### src/rtl/trig_pulse_queue.sv
// trig_pulse_queue: counts trigger pulses and reissues them downstream with valid/ready and a programmable gap.
// Optional build macro TRIG_PULSE_QUEUE_STATS_EN enables the saturating dropped-pulse counter.
module trig_pulse_queue #(
    parameter int DEPTH_BITS = 4,
    parameter int GAP_BITS   = 4
) (
    input  logic                  clock,
    input  logic                  reset_n,
    input  logic                  pulse_i,
    input  logic                  clear_i,
    input  logic [GAP_BITS-1:0]   spacing_i,
    input  logic                  out_ready,
    output logic                  out_valid,
    output logic [DEPTH_BITS-1:0] pending,
    output logic                  overflow,
    output logic [7:0]            dropped_cnt
);
    typedef enum logic [1:0] {IDLE = 2'd0, ISSUE = 2'd1, GAP = 2'd2} state_t;

    state_t                r_state, w_state_nxt;
    logic [DEPTH_BITS-1:0] r_pending, w_pending_nxt;
    logic [GAP_BITS-1:0]   r_gap, w_gap_nxt;
    logic                  r_overflow;
    logic                  w_accept, w_full, w_keep, w_drop;

    assign w_accept = (r_state == ISSUE) & out_ready;
    assign w_full   = &r_pending;
    assign w_keep   = pulse_i & (~w_full | w_accept);
    assign w_drop   = pulse_i & w_full & ~w_accept;

    // queue depth: a kept pulse and an accept in the same cycle cancel out
    always_comb begin
        w_pending_nxt = r_pending;
        if (w_keep && !w_accept)
            w_pending_nxt = r_pending + 1'b1;
        else if (w_accept && !w_keep && |r_pending)
            w_pending_nxt = r_pending - 1'b1;
    end

    // issue sequencing: wait for work, hold valid until accepted, then idle for the sampled gap
    always_comb begin
        w_state_nxt = r_state;
        w_gap_nxt   = r_gap;
        case (r_state)
            IDLE: w_state_nxt = |r_pending ? ISSUE : IDLE;
            ISSUE: begin
                if (w_accept) begin
                    if (|spacing_i) begin
                        w_state_nxt = GAP;
                        w_gap_nxt   = spacing_i;
                    end else begin
                        w_state_nxt = |w_pending_nxt ? ISSUE : IDLE;
                    end
                end
            end
            GAP: begin
                if (r_gap <= GAP_BITS'(1)) begin
                    w_state_nxt = |w_pending_nxt ? ISSUE : IDLE;
                    w_gap_nxt   = '0;
                end else begin
                    w_gap_nxt = r_gap - 1'b1;
                end
            end
            default: begin
                w_state_nxt = IDLE;
                w_gap_nxt   = '0;
            end
        endcase
    end

    // state, depth, gap and sticky overflow registers; clear wins over everything
    always_ff @(posedge clock or negedge reset_n) begin
        if (!reset_n) begin
            r_state    <= IDLE;
            r_pending  <= '0;
            r_gap      <= '0;
            r_overflow <= 1'b0;
        end else if (clear_i) begin
            r_state    <= IDLE;
            r_pending  <= '0;
            r_gap      <= '0;
            r_overflow <= 1'b0;
        end else begin
            r_state    <= w_state_nxt;
            r_pending  <= w_pending_nxt;
            r_gap      <= w_gap_nxt;
            r_overflow <= r_overflow | w_drop;
        end
    end

`ifdef TRIG_PULSE_QUEUE_STATS_EN
    logic [7:0] r_dropped;

    // saturating count of pulses lost to a full queue
    always_ff @(posedge clock or negedge reset_n) begin
        if (!reset_n)
            r_dropped <= 8'd0;
        else if (clear_i)
            r_dropped <= 8'd0;
        else if (w_drop && r_dropped != 8'hFF)
            r_dropped <= r_dropped + 8'd1;
    end

    assign dropped_cnt = r_dropped;
`else
    assign dropped_cnt = 8'd0;
`endif

    assign out_valid = (r_state == ISSUE);
    assign pending   = r_pending;
    assign overflow  = r_overflow;
endmodule
### config.mk
export PLATFORM = sky130hd
export DESIGN_NAME = trig_pulse_queue
export DESIGN_NICKNAME = d
export VERILOG_FILES = /design/src/rtl/trig_pulse_queue.sv
export SDC_FILE = /design/constraint.sdc
export NUM_CORES = 1
export LEC_CHECK = 0
export CORE_UTILIZATION = 49
export DETAILED_ROUTE_END_ITERATION = 8
export PLACE_DENSITY = 0.9
export SKIP_LAST_GASP = 1
export SLEW_MARGIN = 20
export SYNTH_ARGS = -nofsm -noshare
export SYNTH_HDL_FRONTEND = slang
export SYNTH_SLANG_ARGS = --single-unit
### constraint.sdc
create_clock -name clock -period 2.2 [get_ports clock]
set_input_delay 0.44 -clock clock [delete_from_list [all_inputs] [get_ports clock]]
set_output_delay 0.44 -clock clock [all_outputs]
set_load 0.01 [all_outputs]
==> impl_metrics.env <==
export IMPL_critPathCaptureType="primary output"
export IMPL_startpoint_type="flop"
export IMPL_worstSetupPathType="flop to primary output"
export IMPL_cp_slowest_cell="clkdlybuf4s50_1"
export IMPL_start_util_pct=54.71
export IMPL_ioPinCount=23
export IMPL_die_area_sq_um=2217
export IMPL_hold_buffers=0
export IMPL_cts_sinks=11
export IMPL_drc=0
export IMPL_grt_use_total_pct=22.51
export IMPL_die_h_microns=47.09
export IMPL_syn_inst=107
export IMPL_power_uw=895.5
export IMPL_synth_cell_types=42
export IMPL_clockRootBuffer="clkbuf_4"
export IMPL_rsz0062_at_grt="no"
export IMPL_crit_fanout=5
export IMPL_ys_warn_count=0
export IMPL_utilization_pct=63.64
export IMPL_synth_area_sq_um=996.0
export IMPL_status="completed"
export IMPL_num_antenna_cells=0
export IMPL_coreArea_sq_um=1821
export IMPL_synth_edf_count=0
export IMPL_clk_path_buf_depth=2
export IMPL_wire_per_inst_microns=15.07
export IMPL_grt_max_degree=12
export IMPL_post_route_min_period_ns=2.123
export IMPL_synth_async_sr_flop_share_pct=100.0
export IMPL_die_w_microns=47.09
export IMPL_crit_chain="inv_1, ha_1, clkdlybuf4s50_1"
export IMPL_dpl_hpwl_microns=1751
export IMPL_vias=853
export IMPL_synth_area_per_cell_sq_um=9.308
export IMPL_synth_seq_cells=11
export IMPL_nets=142
export IMPL_cts_resized=0
export IMPL_cts_post_setup_buffers_inserted=0
export IMPL_worst_slack_ns=0.07698
export IMPL_crit_arrival_ns=1.68
export IMPL_clock_skew_final_ns=0.002389
export IMPL_setup_viol=0
export IMPL_vias_per_cell=5.725
export IMPL_grt_pass1_wl_microns=3367
export IMPL_hold_viol_final=0
export IMPL_ys_flop_type="dfrtp_1"
export IMPL_cts_tree="yes"
export IMPL_drtIter0Drc=21
export IMPL_cp_required_ns=1.76
export IMPL_antenna_found_initial=0
export IMPL_drv_slew=0
export IMPL_fin_setup_tns_ns=0
export IMPL_rows=15
export IMPL_cap_violations=0
export IMPL_gr_total_overflow=0
export IMPL_nFillCells=155
export IMPL_h_tree_depth=1
export IMPL_pre_cts_slack_ns=0.1234
export IMPL_cpPeakStageDelay_ns=0.58
export IMPL_max_freq_mhz=471.0
export IMPL_area_growth_pct=16.33
export IMPL_ant_nets=0
export IMPL_p_leak_nw=0.4786
export IMPL_period_share_pct=96.50
export IMPL_numCtsBuffers=3
export IMPL_first_pass_iters=4
export IMPL_ir_drop_mv=0.5452
export IMPL_hp_class="primary input to async pin"
export IMPL_globalplace_congestion=0.9290
export IMPL_grt_pass1_vias=753
export IMPL_clock_latency_ns=0.28
export IMPL_drive_gt1_share_pct=12.10
export IMPL_clkSlewWorstSetupHoldPaths_ns=0.07
export IMPL_synth_seq_area_share_pct=27.64
export IMPL_powerDensity_nw_per_um2=772.9
export IMPL_wl_microns=2245
export IMPL_io_buffers=14
## cells in the mapped netlist (all sizes together), types with 2 or more instances
master | instances | area share, %
nor4 | 3 | 1.9
a22o | 3 | 2.6
nand3 | 3 | 1.5
xnor2 | 2 | 1.8
nand4b | 4 | 3.5
a21oi | 4 | 2.0
and3 | 2 | 1.8
nor3b | 2 | 2.0
o2bb2ai | 2 | 1.8
o41ai | 2 | 2.5
dfrtp | 11 | 28
inv | 8 | 3.0
o21ai | 6 | 3.0
buf | 12 | 9.2
and3b | 2 | 2.1
nand2 | 6 | 2.3
ha | 8 | 10
mux2i | 2 | 2.0
o311ai | 2 | 4.3
nor2 | 10 | 3.8
## critical path, delay by kind of cell (launching register included)
kind / cells / cell delay (ns)
buffers and inverters: 2 / 0.70
adder cells (fa/ha/maj): 1 / 0.28
flip-flops: 1 / 0.42
## routing by layer
layer / wire length [microns] / GRT usage, % / share of wire, %
met5: 0 / 0 / 0
met4: 24 / 10.86 / 1.1
met3: 79 / 5.000 / 3.5
met2: 1179 / 41.67 / 53
met1: 962 / 23.92 / 43
## through the flow
| stage | hold slack (ns) | instance area (sq um) | cells |
|---|---|---|---|
| floorplan | 0.1444 | 1022 | 114 |
| global placement | 0.4798 | 1132 | 145 |
| detailed placement | 0.4848 | 1132 | 145 |
| CTS | 0.5007 | 1159 | 149 |
| global route | 0.5321 | 1159 | 149 |
| finish | 0.4844 | 1159 | 149 |
## sequential cells by signal, summed over array words and instances (netlist names)
name,cells
r_state,2
r_gap,4
overflow,1
pending,4
## cell type report
cell class              instances  area [sq um]  area share, %
well taps                      25         31.28          2.700
flip-flops and latches         11         275.3          23.76
multi-input cells              83         625.6          54.00
inverters                       8         30.03          2.592
clock buffers                   4         26.28          2.268
repair buffers                 18         170.2          14.69
## power by group
group	internal [mW]	switching [mW]	leakage, nW
logic	0.224	0.240	0.313
registers	0.230	0.0565	0.151
clock network	0.0705	0.0750	0.0150
total	0.524	0.371	0.479
## cells in the final DEF (no fill, tap or decap), types with 3 or more instances in the layout
| cell | instances |
|---|---|
| a21oi_1 | 4 |
| a22o_1 | 3 |
| buf_4 | 4 |
| clkbuf_4 | 3 |
| clkdlybuf4s50_1 | 14 |
| conb_1 | 8 |
| dfrtp_1 | 11 |
| ha_1 | 8 |
| inv_1 | 8 |
| nand2_1 | 6 |
| nand3_1 | 3 |
| nand4b_1 | 4 |
| nor2_1 | 10 |
| nor4_1 | 3 |
| o21ai_0 | 5 |
## kinds of logic after synthesis
family	count (synthesis)	share of synthesized area (%)
simple gates	35	21.11
flops	11	27.64
buf+inv	20	12.19
fa+ha+maj	8	10.05
mux	2	2.010
other cells	1	0.3765
compound gates	28	24.88
xor+xnor	2	1.759
## final timing paths
path,from,to,slack [ns],depth (start not counted)
min in group clock,overflow$_DFF_PN0_,overflow$_DFF_PN0_,0.50,2
max reg2reg,r_state[1]$_DFFE_PN0P_,r_state[0]$_DFFE_PN0P_,0.30,7
min,reset_n,pending[3]$_DFF_PN0_,0.48,1
min reg2reg,overflow$_DFF_PN0_,overflow$_DFF_PN0_,0.50,2
max in group asynchronous,reset_n,r_gap[1]$_DFFE_PN0P_,1.39,1
max,r_state[1]$_DFFE_PN0P_,out_valid,0.08,3
Power figures use the tool's default switching activity.
